[config.mk]
export PLATFORM = sky130hd
export DESIGN_NAME = muldiv_issue_ctrl
export DESIGN_NICKNAME = d
export VERILOG_FILES = /design/src/rtl/muldiv_pkg.sv /design/src/rtl/muldiv_issue_ctrl.sv
export SDC_FILE = /design/constraint.sdc
export NUM_CORES = 1
export LEC_CHECK = 0
export BUFFER_PORTS_ARGS = -buffer_cell sky130_fd_sc_hd__buf_2
export CAP_MARGIN = 20
export CORE_MARGIN = 2
export CORE_UTILIZATION = 45
export DETAILED_ROUTE_END_ITERATION = 12
export GPL_TIMING_DRIVEN = 1
export PLACE_DENSITY_LB_ADDON = 0.25
export SLEW_MARGIN = 10
export SYNTH_ARGS = -nofsm -noshare
export SYNTH_HDL_FRONTEND = slang
export SYNTH_SLANG_ARGS = --single-unit
export TNS_END_PERCENT = 100
[constraint.sdc]
create_clock -name clock -period 2.1 [get_ports clock]
set_input_delay 0.315 -clock clock [delete_from_list [all_inputs] [get_ports clock]]
set_output_delay 0.315 -clock clock [all_outputs]
set_load 0.1 [all_outputs]
[src/rtl/muldiv_pkg.sv]
// Shared encodings for the MDU issue controller: pipeline command codes, MDU op codes and the
// issue FSM state type.
package muldiv_pkg;

  // Operand / HI / LO width; the MDU only supports 32.
  localparam int unsigned DataW = 32;

  typedef enum logic [2:0] {
    CmdNone  = 3'd0,
    CmdMult  = 3'd1,
    CmdMultu = 3'd2,
    CmdDiv   = 3'd3,
    CmdDivu  = 3'd4,
    CmdMthi  = 3'd5,
    CmdMtlo  = 3'd6,
    CmdNone7 = 3'd7
  } req_cmd_e;

  typedef enum logic [1:0] {
    OpIdle = 2'd0,
    OpMul  = 2'd1,
    OpDiv  = 2'd2
  } mdu_op_e;

  typedef enum logic [1:0] {
    StIdle,
    StIssue,
    StWait,
    StDrain
  } state_e;

endpackage

[src/rtl/muldiv_issue_ctrl.sv]
// Initiator side of the MDU valid/ready protocol, placed in the execute stage.
// Accepts MULT/MULTU/DIV/DIVU/MTHI/MTLO from the pipeline, issues MUL/DIV ops to the MDU,
// owns the architectural HI/LO registers and reports busy while an MDU op is in flight.
//
// Ports:
//   clock, reset          clock; synchronous active-high reset
//   req_valid/ready       pipeline command handshake; req_cmd, req_src0 (rs), req_src1 (rt)
//   busy                  MDU op in flight (ISSUE/WAIT/DRAIN)
//   hi, lo                architectural HI/LO, registered
//   mdu_in_*              request channel to the MDU (valid, ready, op, sign, src0/1)
//   mdu_out_*             response channel from the MDU (valid, ready, res0=lo, res1=hi)
//   cancel                pipeline flush, present only with MULDIV_CANCEL_EN defined
//
// Build option: MULDIV_CANCEL_EN adds the cancel input and the DRAIN state, which absorbs the
// response of a cancelled in-flight op without touching HI/LO.
module muldiv_issue_ctrl
  import muldiv_pkg::*;
#(
  parameter int unsigned DATA_W = DataW
) (
  input  logic              clock,
  input  logic              reset,
`ifdef MULDIV_CANCEL_EN
  input  logic              cancel,
`endif
  input  logic              req_valid,
  input  logic [2:0]        req_cmd,
  input  logic [DATA_W-1:0] req_src0,
  input  logic [DATA_W-1:0] req_src1,
  output logic              req_ready,
  output logic              busy,
  output logic [DATA_W-1:0] hi,
  output logic [DATA_W-1:0] lo,
  output logic              mdu_in_valid,
  input  logic              mdu_in_ready,
  output logic [1:0]        mdu_in_op,
  output logic              mdu_in_sign,
  output logic [DATA_W-1:0] mdu_src0,
  output logic [DATA_W-1:0] mdu_src1,
  input  logic              mdu_out_valid,
  output logic              mdu_out_ready,
  input  logic [DATA_W-1:0] mdu_res0,
  input  logic [DATA_W-1:0] mdu_res1
);

  state_e              state_q, state_d;
  mdu_op_e             op_q, op_d;
  logic                sign_q, sign_d;
  logic                in_valid_q, in_valid_d;
  logic                out_ready_q, out_ready_d;
  logic [DATA_W-1:0]   src0_q, src0_d;
  logic [DATA_W-1:0]   src1_q, src1_d;
  logic [DATA_W-1:0]   hi_q, hi_d;
  logic [DATA_W-1:0]   lo_q, lo_d;
  logic                accept;
  req_cmd_e            cmd;

  assign cmd = req_cmd_e'(req_cmd);

`ifdef MULDIV_CANCEL_EN
  assign req_ready = (state_q == StIdle) && !cancel;
`else
  assign req_ready = (state_q == StIdle);
`endif
  assign accept    = req_valid && req_ready;
  assign busy      = (state_q != StIdle);

  assign hi            = hi_q;
  assign lo            = lo_q;
  assign mdu_in_valid  = in_valid_q;
  assign mdu_in_op     = op_q;
  assign mdu_in_sign   = sign_q;
  assign mdu_src0      = src0_q;
  assign mdu_src1      = src1_q;
  assign mdu_out_ready = out_ready_q;

  always_comb begin
    state_d     = state_q;
    op_d        = op_q;
    sign_d      = sign_q;
    in_valid_d  = in_valid_q;
    out_ready_d = out_ready_q;
    src0_d      = src0_q;
    src1_d      = src1_q;
    hi_d        = hi_q;
    lo_d        = lo_q;

    unique case (state_q)
      StIdle: begin
        if (accept) begin
          unique case (cmd)
            CmdMult, CmdMultu, CmdDiv, CmdDivu: begin
              src0_d     = req_src0;
              src1_d     = req_src1;
              op_d       = ((cmd == CmdMult) || (cmd == CmdMultu)) ? OpMul : OpDiv;
              sign_d     = (cmd == CmdMult) || (cmd == CmdDiv);
              in_valid_d = 1'b1;
              state_d    = StIssue;
            end
            CmdMthi: hi_d = req_src0;
            CmdMtlo: lo_d = req_src0;
            default: ;
          endcase
        end
      end

      StIssue: begin
`ifdef MULDIV_CANCEL_EN
        if (cancel) begin
          in_valid_d = 1'b0;
          op_d       = OpIdle;
          // If the MDU took the op this same cycle its response must still be absorbed.
          if (mdu_in_ready) begin
            out_ready_d = 1'b1;
            state_d     = StDrain;
          end else begin
            state_d = StIdle;
          end
        end else
`endif
        if (mdu_in_ready) begin
          in_valid_d  = 1'b0;
          op_d        = OpIdle;
          out_ready_d = 1'b1;
          state_d     = StWait;
        end
      end

      StWait: begin
`ifdef MULDIV_CANCEL_EN
        if (cancel) begin
          // A response consumed in the cancel cycle is simply dropped; otherwise drain it.
          if (mdu_out_valid) begin
            out_ready_d = 1'b0;
            state_d     = StIdle;
          end else begin
            state_d = StDrain;
          end
        end else
`endif
        if (mdu_out_valid) begin
          hi_d        = mdu_res1;
          lo_d        = mdu_res0;
          out_ready_d = 1'b0;
          state_d     = StIdle;
        end
      end

`ifdef MULDIV_CANCEL_EN
      StDrain: begin
        if (mdu_out_valid) begin
          out_ready_d = 1'b0;
          state_d     = StIdle;
        end
      end
`endif

      default: state_d = StIdle;
    endcase
  end

  always_ff @(posedge clock) begin
    if (reset) begin
      state_q     <= StIdle;
      op_q        <= OpIdle;
      sign_q      <= 1'b0;
      in_valid_q  <= 1'b0;
      out_ready_q <= 1'b0;
      src0_q      <= '0;
      src1_q      <= '0;
      hi_q        <= '0;
      lo_q        <= '0;
    end else begin
      state_q     <= state_d;
      op_q        <= op_d;
      sign_q      <= sign_d;
      in_valid_q  <= in_valid_d;
      out_ready_q <= out_ready_d;
      src0_q      <= src0_d;
      src1_q      <= src1_d;
      hi_q        <= hi_d;
      lo_q        <= lo_d;
    end
  end

endmodule

# Word-level counts from Yosys, hierarchy flattened
# Index checks and enable logic that the tools add are counted.
# classes
add_sub_neg	0
mul	0
div	0
n_lt_le_gt_ge	0
eq_ne	14
shifts	0
mux	25
n_bitwise	0
n_reduce_logical	15
# ops
cell	n
2-to-1 mux 32 bit	6
case mux 32 bit (2 select lines)	2
2-to-1 mux 2 bit	8
AND reduction 4 bit	4
equality test 3 bit (second input constant)	3
!= test 2 x 1 -> 1 bit (second input constant)	4
nonzero test 2 bit	4
equality test 3 x 2 -> 1 bit (second input constant)	2
case mux 2 bit (3 select lines)	1
AND reduction 3 bit	2
2-to-1 mux 1 bit	5
!= test 2 bit (second input constant)	2
case mux 1 bit (2 select lines)	2
case mux 2 bit (2 select lines)	1
OR reduction 4 bit	1
equality test 3 x 1 -> 1 bit (second input constant)	1
equality test 2 x 1 -> 1 bit (second input constant)	1
equality test 2 bit (second input constant)	1
zero test 2 bit	1
logical OR 1 bit	2
logical AND 1 bit	1
# totals
register_bits	135
latch_bits	0
ramBits	0
romBits	0
in_bits	136
output_inout_bits	135
n_memories	0

# Logic depth before layout (Yosys ltp)
# depth
ltp_word	6
ltp_mapped	7
mapped_depth_nobuf	4

# Least setup slack after synthesis
# No wires, ideal clock.
# synth_timing
path_kind	reg2out
start	register state_q[0]
end	output port busy
arrival_time_ns	2.253
slack_ns	-0.468
path_stages_with_launch	4
n_path_buf	1
path_cell_list	dfxtp_1 buf_2 nor2_2 inv_1
# synth_between
elab_chain_cells	1
# synth_rtl
item	line_no	text
from (decl)	muldiv_issue_ctrl.sv:46	state_e state_q, state_d;
from (signal assigned)	muldiv_issue_ctrl.sv:164	state_q <= StIdle;
from (signal assigned)	muldiv_issue_ctrl.sv:174	state_q <= state_d;
nonzero test 2 bit	muldiv_issue_ctrl.sv:66	assign busy = (state_q != StIdle);
to (decl)	muldiv_issue_ctrl.sv:31	output logic busy,
# Every way passes these cells.

# Worst setup path in the final report
# layout_timing
start	register state_q[1]
end	output port req_ready
# layout_between
elab_chain_cells	1
# layout_rtl
item	line_no	text
zero test 2 bit	muldiv_issue_ctrl.sv:63	assign req_ready = (state_q == StIdle);
to (decl)	muldiv_issue_ctrl.sv:30	output logic req_ready,
# Every way passes these cells.

==> run summary <==
Worst Path Required = 1.78 ns
fin util = 64.37%
clk buf depth = 2
Hold Path Cell Cnt = 3
total congestion overflow = 0
final hold viol count = 0
post-CTS sizing = 0
WS Path Type = reg -> out
status = finished, final reports clean
CP max stage delay = 0.49 ns
vias in the first global route = 5250
setup TNS = 0 ns
Tightest Pin Transition = 0.5634 ns
CTS buffer count = 17
Cell Area, Synth = 0.005220 mm2
max cap viols = 0
Seq/Total Area, Yosys = 51.77%
Fmax = 529.7 MHz
# fillers = 1010
clock-pin slew on the worst setup and hold paths = 0.06 ns
WP data arrival = 1.57 ns
Cells after Synth = 641
largest net degree at the start of global routing = 117
RR Endpoint = lo[2]
Post-DP Area = 0.006679 mm2
Worst slew margin = 62.44%
DIE WIDTH = 111.7 um
Slowest-stage cell, CP = buf_2
HP Class = in -> reg
Worst Skew = 0.004287 ns
die height = 111.7 um
Hold Path Sink = mdu_src1[25]
synth warn = 0
DR vias/cell = 5.150
DRC violations left = 0
Tot GR Track Use = 25.37%
die area = 0.01248 mm2
Critical R2R Launch = state_q[1]
layout cells sized above 1 = 35.18%
min-delay src = req_src1[25]
initial antenna violation count = 0
TritonCTS clock tree = built
PortBufs = 270
final RePlAce weighted congestion = 0.9706
RSZ-0062 raised after global routing = false
fin area = 0.007318 mm2
Peak VDD IR = 0.0007228 V
Post-CTS Setup Bufs = 0
total core area = 0.01137 mm2
number of library cell types mapped by synthesis = 24
drt total wl = 16160 um
Largest delay share family, worst path = buffers and inverters
areal power density over the cells = 1121 mW/mm2
Root Driver = clkbuf_16
Worst Path Max Fanout = 8
Initial DRT Pass Iterations = 5
ANT cells = 0
R2R Setup Slk = 0.34 ns
crit path cell chain = nor2_4, buf_2
Final period util = 89.89%
clock sinks = 135
min Tclk post-route = 1.888 ns
fin nets = 1024
critical path launch point type = flip-flop
via count = 5377
Mapped Avg Cell Area = 8.144 um2
P&R area growth vs syn = 40.20%
first-pass GRT wire length = 25520 um
Post-Syn Nets = 777
I/O pins = 271
count of pins over their slew limit = 0
row count = 39
Final Setup Violations = 0
sum of buffers and inverters on the critical path = 1
LEAKAGE = 3.318 nW
CTS H-tree lvls = 4
Routed wire per std cell = 15.48 um
R2R depth = 5
Hold Buf Count CTS = 0
initial core utilization = 45.91%
DRT iter0 DRCs = 366
dpl hpwl = 11370 um
Critical Path End Type = output pin
FF+latch count, synth = 135
antenna viol nets, final = 0
clk_lat worst skew = 0.41 ns
==> tightest hold or removal path, delay by kind of cell <==
kind	cells	cell delay (ns)
simple gates	1	0.04
compound gates	1	0.05
buf+inv	1	0.09
==> how the worst max path moves through the flow <==
stage          startpoint            to  slack, ns  cells after the start
2_1_floorplan  state_q[0]  mdu_src1[11]       0.07                      7
3_3_place_gp   req_cmd[1]  mdu_in_op[0]       0.44                      6
3_5_place_dp   req_cmd[0]         lo[2]       0.37                      6
4_1_cts        state_q[1]     req_ready       0.20                      2
5_1_grt        state_q[1]     req_ready       0.16                      2
6_report       state_q[1]     req_ready       0.21                      2
==> flip-flops by register name (all words and copies together) (netlist names) <==
name,flops
hi,32
lo,32
mdu_in_op,2
mdu_in_sign,1
mdu_in_valid,1
mdu_out_ready,1
mdu_src0,32
mdu_src1,32
state_q,2
==> layout make-up <==
class	count	area [um2]	area share [%]
sequential	135	2703	36.93
inverter	2	7.507	0.1026
clock buffer	26	529.3	7.232
timing repair buffer	280	1491	20.38
clock inverter	6	110.1	1.505
multi-input combinational	452	2298	31.41
tap	143	178.9	2.445
==> cells in the final DEF, fill, tap and decap left out, drive strengths merged, types with 3 or more instances in the layout <==
cell type,netlist,routed
clkbuf,32,26
nor2,67,67
nand3,3,3
nand2,130,130
nor2b,33,33
nand3b,3,3
a211oi,66,66
dfxtp,135,135
a21oi,137,137
bufinv,0,3
buf,20,280
==> power by group <==
part / internal [mW] / switching (mW) / total, mW
Combinational: 0.417 / 1.80 / 2.22
Sequential: 2.74 / 0.0893 / 2.83
Clock: 2.09 / 1.06 / 3.15
Total: 5.25 / 2.95 / 8.20
==> synth_stat cells <==
library cell / count / share of area [%]
nor2_2: 1 / 0.12
or3b_2: 1 / 0.17
a211oi_1: 64 / 9.2
and4_1: 1 / 0.17
o21ai_0: 2 / 0.19
dfxtp_1: 135 / 52
nor2_1: 66 / 4.7
a21oi_1: 137 / 13
nand3_1: 3 / 0.29
buf_4: 2 / 0.29
or2_2: 1 / 0.12
inv_1: 2 / 0.14
nand3b_1: 3 / 0.43
or3_1: 2 / 0.24
xnor2_1: 1 / 0.17
nand2_1: 130 / 9.3
nand2b_1: 2 / 0.24
nor2b_1: 33 / 4.0
a32oi_1: 1 / 0.17
clkbuf_1: 32 / 2.3
mux2i_1: 1 / 0.19
buf_2: 18 / 1.7
a211oi_4: 2 / 0.77
nand4_1: 1 / 0.12
==> per-stage QoR <==
step                      hold WS (ns)  cells  total power, mW  worst slack [ns]
final                           0.1361   1044            8.203            0.2122
after detailed placement        0.4432   1012            5.105            0.3748
after global routing            0.1321   1044            8.472            0.1586
after floorplan                 0.4510    641            4.648           0.07142
after CTS                       0.1203   1044            8.244            0.2011
after global placement          0.4394   1012            5.069            0.4432
==> cell families (layout without fill, tap and decap cells) <==
kind of cell	Yosys count	after routing	share of synthesized area [%]
DFF	135	135	51.77
xor gates and xnor gates	1	1	0.1678
and+or+nand+nor	244	244	19.94
AOI/OAI and AO/OA	206	206	23.47
buffers and inverters	54	314	4.458
muxes	1	1	0.1918
==> metal layers <==
metal	share of wire, %	track usage (%)	routed length [um]
met5	0	0	0
met4	3.2	11.93	510
met3	7.6	8.438	1231
met2	48	42.87	7801
met1	41	29.02	6614
Note: power is estimated with default switching activity, not from simulation.
